==> src/rtl/waveform_addr_gen.sv <==
// Phase-accumulator address generator for a combinational waveform ROM.
// Prescaled sample ticks, continuous or N-period burst, valid/ready config port.
module waveform_addr_gen #(
    parameter int ACC_W  = 24,
    parameter int ADDR_W = 8,
    parameter int DIV_W  = 16,
    parameter int CNT_W  = 16
) (
    input  logic              clk,
    input  logic              reset,
    input  logic              cfg_valid,
    output logic              cfg_ready,
    input  logic [1:0]        cfg_sel,
    input  logic [ACC_W-1:0]  cfg_data,
    input  logic              start,
    input  logic              stop,
    input  logic              mode,
    output logic [ADDR_W-1:0] address,
    output logic              addr_valid,
    output logic              wrap,
    output logic              busy,
    output logic              done
);

    typedef enum logic {IDLE, RUN} state_t;

    state_t             state_reg, state_next;
    logic [ACC_W-1:0]   phase_reg, phase_next;
    logic [DIV_W-1:0]   presc_reg, presc_next;
    logic [CNT_W-1:0]   bcnt_reg, bcnt_next;
    logic               mode_reg, mode_next;
    logic [ACC_W-1:0]   ftw_reg, ftw_next;
    logic [ACC_W-1:0]   offset_reg, offset_next;
    logic [DIV_W-1:0]   div_reg, div_next;
    logic [CNT_W-1:0]   burst_reg, burst_next;
    logic [ADDR_W-1:0]  address_reg, address_next;
    logic               addr_valid_reg, addr_valid_next;
    logic               wrap_reg, wrap_next;
    logic               done_reg, done_next;

    logic               cfg_we;
    logic               tick;
    logic [ACC_W:0]     phase_sum;
    logic [ACC_W-1:0]   addr_sum;
    logic [CNT_W-1:0]   bcnt_inc;
    logic [ADDR_W-1:0]  start_addr;
    logic [ADDR_W-1:0]  tick_addr;

    assign cfg_ready  = (state_reg == IDLE) || !cfg_sel[1];
    assign cfg_we     = cfg_valid && cfg_ready;
    assign tick       = (presc_reg == div_reg - DIV_W'(1));
    assign phase_sum  = {1'b0, phase_reg} + {1'b0, ftw_reg};
    assign addr_sum   = phase_sum[ACC_W-1:0] + offset_reg;
    assign bcnt_inc   = bcnt_reg + CNT_W'(1);
    // Shift rather than slice so every bit of the sums is consumed
    assign start_addr = ADDR_W'(offset_reg >> (ACC_W - ADDR_W));
    assign tick_addr  = ADDR_W'(addr_sum >> (ACC_W - ADDR_W));

    always_comb begin
        ftw_next    = ftw_reg;
        offset_next = offset_reg;
        div_next    = div_reg;
        burst_next  = burst_reg;
        if (cfg_we) begin
            case (cfg_sel)
                2'd0: ftw_next    = cfg_data;
                2'd1: offset_next = cfg_data;
                2'd2: div_next    = (cfg_data[DIV_W-1:0] == '0) ? DIV_W'(1) : cfg_data[DIV_W-1:0];
                default: burst_next = cfg_data[CNT_W-1:0];
            endcase
        end
    end

    always_comb begin
        state_next      = state_reg;
        phase_next      = phase_reg;
        presc_next      = presc_reg;
        bcnt_next       = bcnt_reg;
        mode_next       = mode_reg;
        address_next    = address_reg;
        addr_valid_next = 1'b0;
        wrap_next       = 1'b0;
        done_next       = 1'b0;
        case (state_reg)
            IDLE: begin
                if (start && !stop) begin
                    if (mode && burst_reg == '0) begin
                        done_next = 1'b1;
                    end else begin
                        state_next      = RUN;
                        phase_next      = '0;
                        presc_next      = '0;
                        bcnt_next       = '0;
                        mode_next       = mode;
                        address_next    = start_addr;
                        addr_valid_next = 1'b1;
                    end
                end
            end
            default: begin
                if (stop) begin
                    state_next = IDLE;
                end else if (tick) begin
                    presc_next      = '0;
                    phase_next      = phase_sum[ACC_W-1:0];
                    address_next    = tick_addr;
                    addr_valid_next = 1'b1;
                    wrap_next       = phase_sum[ACC_W];
                    if (mode_reg && phase_sum[ACC_W]) begin
                        bcnt_next = bcnt_inc;
                        if (bcnt_inc == burst_reg) begin
                            done_next  = 1'b1;
                            state_next = IDLE;
                        end
                    end
                end else begin
                    presc_next = presc_reg + DIV_W'(1);
                end
            end
        endcase
    end

    always_ff @(posedge clk or posedge reset) begin
        if (reset) begin
            state_reg      <= IDLE;
            phase_reg      <= '0;
            presc_reg      <= '0;
            bcnt_reg       <= '0;
            mode_reg       <= 1'b0;
            ftw_reg        <= '0;
            offset_reg     <= '0;
            div_reg        <= DIV_W'(1);
            burst_reg      <= CNT_W'(1);
            address_reg    <= '0;
            addr_valid_reg <= 1'b0;
            wrap_reg       <= 1'b0;
            done_reg       <= 1'b0;
        end else begin
            state_reg      <= state_next;
            phase_reg      <= phase_next;
            presc_reg      <= presc_next;
            bcnt_reg       <= bcnt_next;
            mode_reg       <= mode_next;
            ftw_reg        <= ftw_next;
            offset_reg     <= offset_next;
            div_reg        <= div_next;
            burst_reg      <= burst_next;
            address_reg    <= address_next;
            addr_valid_reg <= addr_valid_next;
            wrap_reg       <= wrap_next;
            done_reg       <= done_next;
        end
    end

    assign address    = address_reg;
    assign addr_valid = addr_valid_reg;
    assign wrap       = wrap_reg;
    assign done       = done_reg;
    assign busy       = (state_reg == RUN);

endmodule

==> config.mk <==
export PLATFORM = sky130hd
export DESIGN_NAME = waveform_addr_gen
export DESIGN_NICKNAME = d
export VERILOG_FILES = /design/src/rtl/waveform_addr_gen.sv
export SDC_FILE = /design/constraint.sdc
export NUM_CORES = 1
export LEC_CHECK = 0
export CAP_MARGIN = 5
export CORE_MARGIN = 5
export CORE_UTILIZATION = 55
export DETAILED_ROUTE_END_ITERATION = 8
export PLACE_DENSITY_LB_ADDON = 0.3
export SYNTH_ARGS = -nofsm -noshare
export SYNTH_HDL_FRONTEND = slang
export SYNTH_SLANG_ARGS = --single-unit
==> constraint.sdc <==
create_clock -name clk -period 9.8 [get_ports clk]
set_input_delay 1.96 -clock clk [delete_from_list [all_inputs] [get_ports clk]]
set_output_delay 1.96 -clock clk [all_outputs]
set_load 0.05 [all_outputs]
==> impl_metrics.csv <==
group,metric,value,unit
setup_path,crit_family,"buffers and inverters",
setup_path,cpPeakStageDelay,0.81,ns
layout,final_util,0.644,
setup_path,end_kind,"primary output",
die,coreArea,0.0160,mm2
placed_design,routabilityCongestion,0.889,
setup_path,crit_arrival,3.36,ns
setup_path,worstPathRequired,7.84,ns
timing,fin_tns_setup,0,ns
grt,grt-ovfl-total,0,
placed_design,io_buffers,44,
timing,min_period_over_period,0.543,
detailed_routing,drt-pass1-iter-count,5,
grt,grt_pass1_wl,34700,um
clock_tree,cts_resized,0,
setup_path,crit_type,"input port to primary output",
clock_tree,clkSinkCount,149,
pwr,p_leak,4.67,nW
flow_run,cap_violations,0,
die,io_pins,45,
clock_tree,numCtsBuffers,17,
clock_tree,root_buffer,"clkbuf_16",
synthesis,synth_nets,958,
clock_tree,ctsHoldBuffers,0,
clock_tree,cts_tree,"yes",
detailed_routing,wl_per_cell,18.5,um
setup_path,crit_fanout,5,
detailed_routing,num_vias,6949,
clock_tree,clock_path_buffers,2,
layout,final_common_cell,"dfrtp_1",
setup_path,endpoint,"cfg_ready",
synthesis,synth_flop_cell,"dfrtp_1",
clock_tree,htree_levels,4,
setup_path,crit_start,"cfg_sel[1]",
setup_path,crit_chain,"clkdlybuf4s50_1 > nand2_1 > clkdlybuf4s50_1",
grt,antenna_found_initial,0,
synthesis,synthDistinctLibCells,70,
grt,grt_max_degree,76,
detailed_routing,drt-total-wl,21100,um
synthesis,ys_seq_area_frac,0.414,
grt,grt_pass1_vias,6778,
synthesis,yosys_warnings,0,
timing,drv_slew,0,
layout,synthToLayoutAreaGrowth,14.4,%
synthesis,synth_area_leader_cell,"dfrtp_1",
setup_path,critPathBufInv,2,
setup_path,cp_num_cells,3,
placed_design,dp_hpwl,14900,um
timing,timing.slew.headroom,0.362,
die,die_y,138,um
layout,post-route-cell-area,0.0103,mm2
synthesis,synth_area_leaders,"dfrtp_1 41%, mux2_2 9.4%, ha_1 7.1%, xnor2_1 4.7%, xor2_1 3.4%",
layout,layout_common_cells,"147 x dfrtp_1, 75 x mux2_2, 53 x a21oi_1",
setup_path,timing.critical_path.mode_cell,"clkdlybuf4s50_1",
setup_path,reg2regPathDepth,23,
timing,max_freq,188,MHz
layout,drive_gt1_frac,0.143,
clock_tree,clk_latency,0.43,ns
timing,rsz0062_at_grt,"false",
timing,period_needed,5.32,ns
pwr,p_per_area,205,mW/mm2
outcome,status,"finished clean",
setup_path,worstReg2RegEnd,"address[7]",
die,rows,46,
die,initial_core_util,0.563,
clock_tree,cts_setup_buffers,0,
clock_tree,clk_pin_slew,0.06,ns
synthesis,synthDominantCellAreaShare,0.408,
layout,final_nets,1000,
timing,hold_violations,0,
die,dieArea,0.0190,mm2
grt,grt_util_all_layers,0.234,
pwr,ir_worst_vdd,0.141,mV
synthesis,syn_inst,874,
synthesis,ys_ff_latch,149,
setup_path,crit_path_top_delay_cell,"clkdlybuf4s50_1",
timing,skew,0.0100,ns
setup_path,r2r_start,"phase_reg[0]",
setup_path,ff2ff_setup_slack,4.86,ns
synthesis,synth_edf_count,0,
placed_design,dpl_cell_area,0.00967,mm2
die,die_w,138,um
detailed_routing,antenna_left,0,
setup_path,critPathLaunchType,"input port",
layout,fillerInstances,1299,
synthesis,synthArstFlopShare,1.00,
layout,diodes,0,
detailed_routing,route.detailed.drc,0,
synthesis,netlist_area,0.00901,mm2
timing,max_slew.worst_pin.slew,0.957,ns
detailed_routing,drt-vias-per-instance,6.07,
detailed_routing,initialDrtViolationCount,457,
worst_hold_path,hold_class,"flop to flop",
synthesis,syn_area_per_cell,10.3,um2
timing,finalSetupViolCount,0,
==> power breakdown <==
group          switching [mW]  internal, mW  total [mW]
combinational           0.331         0.273       0.604
sequential             0.0907         0.708       0.798
clock                   0.252         0.453       0.705
==> how the worst min path moves through the flow <==
stage	depth (start not counted)	slack, ns	to	from
floorplan	2	0.46	phase_reg[23]	phase_reg[23]
detailed placement	1	0.47	address[4]	address[4]
CTS	1	0.49	address[4]	address[4]
global placement	1	0.47	address[4]	address[4]
global route	1	0.51	address[4]	address[4]
finish	2	0.48	address[2]	address[2]
==> worst register-to-register path, cell delays in order, from the launching register on <==
cell and delay, ns:
dfrtp_1 0.35, ha_1 0.19, inv_1 0.07, fa_1 0.41, nor2b_1 0.14, o21a_1 0.15
o21ai_0 0.12, a21o_1 0.21, a21oi_1 0.32, a31oi_1 0.18, nand3b_1 0.22, nand2_1 0.11
xor2_1 0.20, ha_1 0.36, and4_1 0.22, and3_1 0.20, o311a_1 0.13, nor3_1 0.27
o21ai_0 0.19, nor4_1 0.21, nor3_1 0.11, xor2_1 0.21, mux2i_1 0.21, nor2_1 0.05
==> cell usage after synthesis (18+ instances only) <==
library cell / instances
inv_1: 28
ha_1: 51
a21o_1: 34
nand4_1: 19
mux2_2: 75
xor2_1: 35
nor2_1: 40
nand3_1: 18
a21oi_1: 53
nand2_1: 48
xnor2_1: 48
a22o_1: 22
dfrtp_1: 147
o21ai_0: 48
==> stage by stage <==
stage / setup WS, ns / hold slack, ns / power, mW / instances
after global placement: 4.49 / 0.466 / 1.39 / 1113
final: 4.48 / 0.481 / 2.11 / 1145
after floorplan: 3.84 / 0.456 / 1.24 / 874
after detailed placement: 4.48 / 0.473 / 1.41 / 1113
after CTS: 4.48 / 0.486 / 2.12 / 1145
after global routing: 4.43 / 0.507 / 2.22 / 1145
==> final cells by class <==
cell class,count,area [um2],area share
well taps,216,270,0.0262
clock buffers,24,492,0.0477
multi-input cells,667,5050,0.491
flip-flops and latches,149,3730,0.362
inverters,30,118,0.0114
repair buffers,51,493,0.0479
clock inverters,8,144,0.0140
==> metal layers <==
layer	vias to the layer above	share of wire	global-route usage
li1	3311	-	-
met1	3453	0.45	0.317
met2	157	0.49	0.386
met3	28	0.048	0.0450
met4	0	0.017	0.0686
met5	-	0	0
==> logic make-up (layout without fill, tap and decap cells) <==
group / Yosys count / in the layout / share of synthesized area
muxes: 87 / 87 / 0.107
xor gates and xnor gates: 83 / 83 / 0.0807
DFF: 149 / 149 / 0.414
and+or+nand+nor: 232 / 232 / 0.143
buffers and inverters: 58 / 113 / 0.0263
AOI/OAI and AO/OA: 213 / 213 / 0.155
adders and majority gates: 52 / 52 / 0.0731
Note: power is estimated with default switching activity, not from simulation.
==> patch 1: new RTL, same flow settings <==
The parameter `ACC_W` goes from 24 to 32.
--- a/src/rtl/waveform_addr_gen.sv
+++ b/src/rtl/waveform_addr_gen.sv
@@ -1,7 +1,7 @@
 // Phase-accumulator address generator for a combinational waveform ROM.
 // Prescaled sample ticks, continuous or N-period burst, valid/ready config port.
 module waveform_addr_gen #(
-    parameter int ACC_W  = 24,
+    parameter int ACC_W  = 32,
     parameter int ADDR_W = 8,
     parameter int DIV_W  = 16,
     parameter int CNT_W  = 16
Ports: changed (resized cfg_data); port bits go from 45 to 53. No check against the original RTL was run, so the function may have changed too.
==> patch 1 against the original RTL <==
  * Count of clock-buffer cells in the layout is 6 lower
  * Synthesized cell count rose by 26%
  * Setup slack lost 0.56 ns
  * Routed wire length increased by 27%
  * Non-clock buffer count rose by 7
  * Critical path type is now register to register
  * Global-route usage increased by 1.4 points
  * Critical path depth is 16 higher
  * Final cell count up 23%
  * Design area is 18% higher
  * Worst hold slack got worse by 0.0022 ns
  * Critical endpoint is now address[7]
  * Area after synthesis rose by 20%
  * Sequential cell count increased by 24
Power is not compared: it rests on default switching activity, and its combinational part moved more than twofold at a synthesized area within 25%.
==> patch 1: results (changes against the original RTL) <==
* Combinational power share at 46.8%
* RePlAce Congestion at 0.881 (-0.94%)
* Share of cells above drive strength 1 at 12.7% (-1.6 points)
* CTS root buf: clkbuf_16
* Worst EP arrival at 6.26 ns (+2.90 ns)
* Gate Count Post-Synth at 1104 (+26%)
* Crit path max fanout at 6 (+1)
* Seq/Total Area, Yosys at 39.9% (-1.5 points)
* Num CTS Buffers at 17 (unchanged)
* Placed cell count at 1376 (+24%)
* Synth top cells by count: dfrtp_1, nand2_1, mux2_2, ha_1, nor2_1
* Slowest cell delay on critical path at 0.68 ns (-0.13 ns)
* P_int at approximately 1.9 mW
* Vias in the first global route at 8532 (+26%)
* Bufs on Longest Clock Path at 2 (unchanged)
* Cell Pwr Density at 266 mW/mm2
* Top cell family by delay on the critical path: compound AO/OA/AOI/OAI gates
* Yosys warns at 0 (unchanged)
* Worst-margin pin slew at 1.22 ns (+0.263 ns)
* Synth Net Count at 1214 (+27%)
* CTS resizes at 0 (unchanged)
* IO Port Bufs at 52 (+18%)
* Unique cell type count in the Yosys netlist at 80 (+14%)
* Dpl cell area at 0.0116 mm2 (+20%)
* Clock transition at the registers of the reported paths at roughly 0.070 ns
* Detailed Routing Iterations Pass 1 at 7 (+2)
* Post-CTS setup buffers at 0 (unchanged)
* Initial antenna violation count at 0 (unchanged)
* Detailed Place HPWL at 18.4 mm (+24%)
* Initial DRC count at 604 (+32%)
* Dominant synthesized flop cell: dfrtp_1
* Pre-CTS WS at 4.21 ns (-0.272 ns)
* Status: completed
* Clk_lat worst skew at around 0.44 ns
* Tot GR Track Use at 24.8% (+1.4 points)
* Clock skew at 0.0112 ns (+0.00116 ns)
* Slowest-stage cell, CP: a2111oi_0
* Synth area leaders: dfrtp_1, mux2_2, ha_1
* Peak supply drop at ~0.15 mV
* Cell Count, Final, Fillers Out at 1408 (+23%)
* Largest net degree at the start of global routing at 103 (+36%)
* Ant. Diodes at 0 (unchanged)
* Max H-tree Level at 4 (unchanged)
* DR WL/cell at 19.0 um (+3.1%)
* Pleak at ~5.3 nW
* Clk pwr share at 21.5%
* Vias at 8637 (+24%)
* Post-synthesis async set-or-reset flop share at 100% (unchanged)
* Hold Crit Class: register to register
* Global-route wire length before repair at 44.6 mm (+29%)
[patch 1: changes by cell type in the layout (fill, tap and decap cells not counted), sizes merged, moves of 16 or more]
cell / change
nand3: +33
nor2: +19
mux2: +16
nand2: +59
dfrtp: +24
ha: +18
nor3: +19
[patch 1: cell type report]
| cell class | instances | area (um2) |
|---|---|---|
| clock buffer | 18 | 439 |
| clock inverter | 14 | 159 |
| fill | 1595 | 7310 |
| inverter | 23 | 91.3 |
| multi-input combinational | 857 | 6240 |
| sequential | 173 | 4330 |
| tap | 265 | 332 |
| timing repair buffer | 58 | 566 |
[patch 1: path summary, 6_finish.rpt]
| path | start | endpoint | slack [ns] | depth (start not counted) |
|---|---|---|---|---|
| max | phase_reg[1] | address[7] | 3.92 | 19 |
| min | phase_reg[21] | phase_reg[21] | 0.48 | 2 |
| max reg2reg | phase_reg[1] | address[7] | 3.92 | 19 |
| min reg2reg | phase_reg[21] | phase_reg[21] | 0.48 | 2 |
| max in group asynchronous | reset | ftw_reg[5] | 6.24 | 3 |
| min in group asynchronous | reset | bcnt_reg[4] | 2.06 | 2 |
[patch 1: cells by family after synthesis]
logic type	count (synthesis)	share of synthesized area (%)
AO/OA/AOI/OAI	240	15.1
XOR/XNOR	90	7.27
adder cells (fa/ha/maj)	70	8.15
buffers and inverters	74	2.72
flip-flops	173	39.9
multiplexers	94	9.73
AND/OR/NAND/NOR	363	17.1
[patch 1: routing by layer]
metal	vias to the layer above	part of all wire [%]	track usage [%]
met3	30	5.0	4.36
met2	249	48	40.7
met1	4235	46	34.5
met5	-	0	0
li1	4123	-	-
met4	0	1.2	5.99
[patch 1: worst min-delay path: cells and delay by family (launching register included)]
kind / cells / cell delay, ns
DFF: 1 / 0.35
and+or+nand+nor: 2 / 0.10
==> patch 2: new RTL, same flow settings <==
Made on the original files. Make the reset (`reset`) synchronous in one clocked block.
--- a/src/rtl/waveform_addr_gen.sv
+++ b/src/rtl/waveform_addr_gen.sv
@@ -120,7 +120,7 @@
         endcase
     end
 
-    always_ff @(posedge clk or posedge reset) begin
+    always_ff @(posedge clk) begin
         if (reset) begin
             state_reg      <= IDLE;
             phase_reg      <= '0;
Function: differs if reset is asserted again (counterexample within 4 cycles, from zero or initial values and one cycle with reset high); with reset held inactive, the same outputs for 4 cycles.
==> patch 2 against the original RTL <==
  * Area after synthesis decreased by 6.4%
  * Routed wire length increased by 0.32%
  * Via count increased by 8.1%
  * Count of clock-buffer cells in the layout decreased by 5
  * First-iteration DRC count increased by 30%
  * Fmax decreased by 4.2%
  * Non-clock buffer count decreased by 2
  * Setup slack got worse by 0.23 ns
  * Sequential cell count unchanged
  * Design area decreased by 7.3%
  * Highest routed layer unchanged
Power is not compared: it rests on default switching activity, and its combinational part moved more than twofold at a synthesized area within 25%.
==> patch 2: results (changes against the original RTL) <==
* Synth Area per Inst at 8.10 um2 (-21%)
* Worst EP arrival at 5.88 ns (+2.52 ns)
* Peak supply drop at about 0.12 mV
* Detailed Routing Iterations Pass 1 at 7 (+2)
* Num CTS Buffers at 17 (unchanged)
* Seq/Total Area, Yosys at 35.4% (-6.1 points)
* Post-CTS setup buffers at 0 (unchanged)
* Initial DRC count at 594 (+30%)
* Ant. Diodes at 0 (unchanged)
* Vias at 7515 (+8.1%)
* Synth top cells by count: nand2_1, dfxtp_1, a21oi_1, nor2_1, xnor2_1
* Switch share at ~25%
* Placed cell count at 1232 (+11%)
* Detailed Place HPWL at 15.0 mm (+0.33%)
* Share of cells above drive strength 1 at 5.58% (-8.7 points)
* Hold Crit Class: register to register
* Status: completed
* Largest net degree at the start of global routing at 97 (+28%)
* Crit path max fanout at 3 (-2)
* Clock skew at 0.00889 ns (-0.00116 ns)
* Unique cell type count in the Yosys netlist at 74 (+5.7%)
* IO Port Bufs at 44 (unchanged)
* Yosys warns at 0 (unchanged)
* Slowest-stage cell, CP: a2111oi_0
* Final #Nets at 1147 (+15%)
* Clock transition at the registers of the reported paths at 0.06 ns (about the same)
* Vias in the first global route at 7004 (+3.3%)
* Cell Count, Final, Fillers Out at 1263 (+10%)
* Tot GR Track Use at 24.0% (+0.58 points)
* Pleak at between 3 and 4 nW
* Initial antenna violation count at 0 (unchanged)
* Max H-tree Level at 4 (unchanged)
* Dominant synthesized flop cell: dfxtp_1
* # setup viols final at 0 (unchanged)
* Hold path startpoint: ftw_reg[17]
* CTS root buf: clkbuf_16
* Clk_lat worst skew at 0.43 ns (about the same)
* Dpl cell area at 0.00896 mm2 (-7.3%)
* DR WL/cell at 16.8 um (-9.1%)
* Slowest cell delay on critical path at 0.63 ns (-0.18 ns)
* Max_slew headroom at 20.5% (-16 points)
* RePlAce Congestion at 0.945 (+6.3%)
* Synth area leaders: dfxtp_1, nand2_1, ha_1
* Global-route wire length before repair at 35.2 mm (+1.6%)
* Post-synthesis async set-or-reset flop share at 0% (-100 points)
* Bufs on Longest Clock Path at 2 (unchanged)
* Beginning of the critical path: phase_reg[0]
* CTS resizes at 0 (unchanged)
## patch 2: cells by family after synthesis
group	count (synthesis)	synth area share, %
AOI/OAI and AO/OA	262	19.9
xor gates and xnor gates	89	9.24
adders and majority gates	52	7.80
buffers and inverters	62	2.97
DFF	149	35.4
muxes	12	1.48
and+or+nand+nor	415	23.2
## patch 2: worst max-delay path: cells and delay by family, from the launching register on
family	cells	cell delay, ns
AOI/OAI and AO/OA	15	3.50
buffers and inverters	1	0.07
DFF	1	0.34
adders and majority gates	3	0.88
xor gates and xnor gates	1	0.06
and+or+nand+nor	3	0.60
## patch 2: layout make-up
cell class / instances / area (um2)
Clock buffer: 19 / 443
Clock inverter: 12 / 151
Fill cell: 1321 / 5590
Inverter: 16 / 60.1
Multi-Input combinational cell: 830 / 5210
Sequential cell: 149 / 2980
Tap cell: 188 / 235
Timing Repair Buffer: 49 / 473
## patch 2: metal layers
metal / global-route usage [%] / up-vias / wire length [um]
met5: 0 / - / 0
met4: 7.43 / 0 / 376
met3: 4.05 / 37 / 1020
met2: 39.0 / 191 / 9790
met1: 32.9 / 3554 / 10000
li1: - / 3733 / -
## patch 2: final timing paths
check / cells past startpoint / slack [ns] / to
worst max-delay path: 23 / 4.25 / address[7]
worst min-delay path: 2 / 0.46 / ftw_reg[17]
worst max register to register: 23 / 4.25 / address[7]
worst min register to register: 2 / 0.46 / ftw_reg[17]
## patch 2: power groups by stage
stage | Clock (mW) | Sequential, mW | Combinational, mW
3_3_place_gp | 0 | 0.647 | 0.147
3_5_place_dp | 0 | 0.647 | 0.149
6_report | 0.665 | 0.634 | 0.151
5_1_grt | 0.701 | 0.635 | 0.165
2_1_floorplan | 0 | 0.653 | 0.0907
4_1_cts | 0.674 | 0.634 | 0.150
## patch 2: per-stage QoR
step | worst slack, ns | utilization [%]
after floorplan | 5.04 | -
after global placement | 4.51 | 59.2
after detailed placement | 4.40 | 59.2
after CTS | 4.37 | 63.1
after global routing | 3.77 | 63.1
final | 4.25 | 63.1
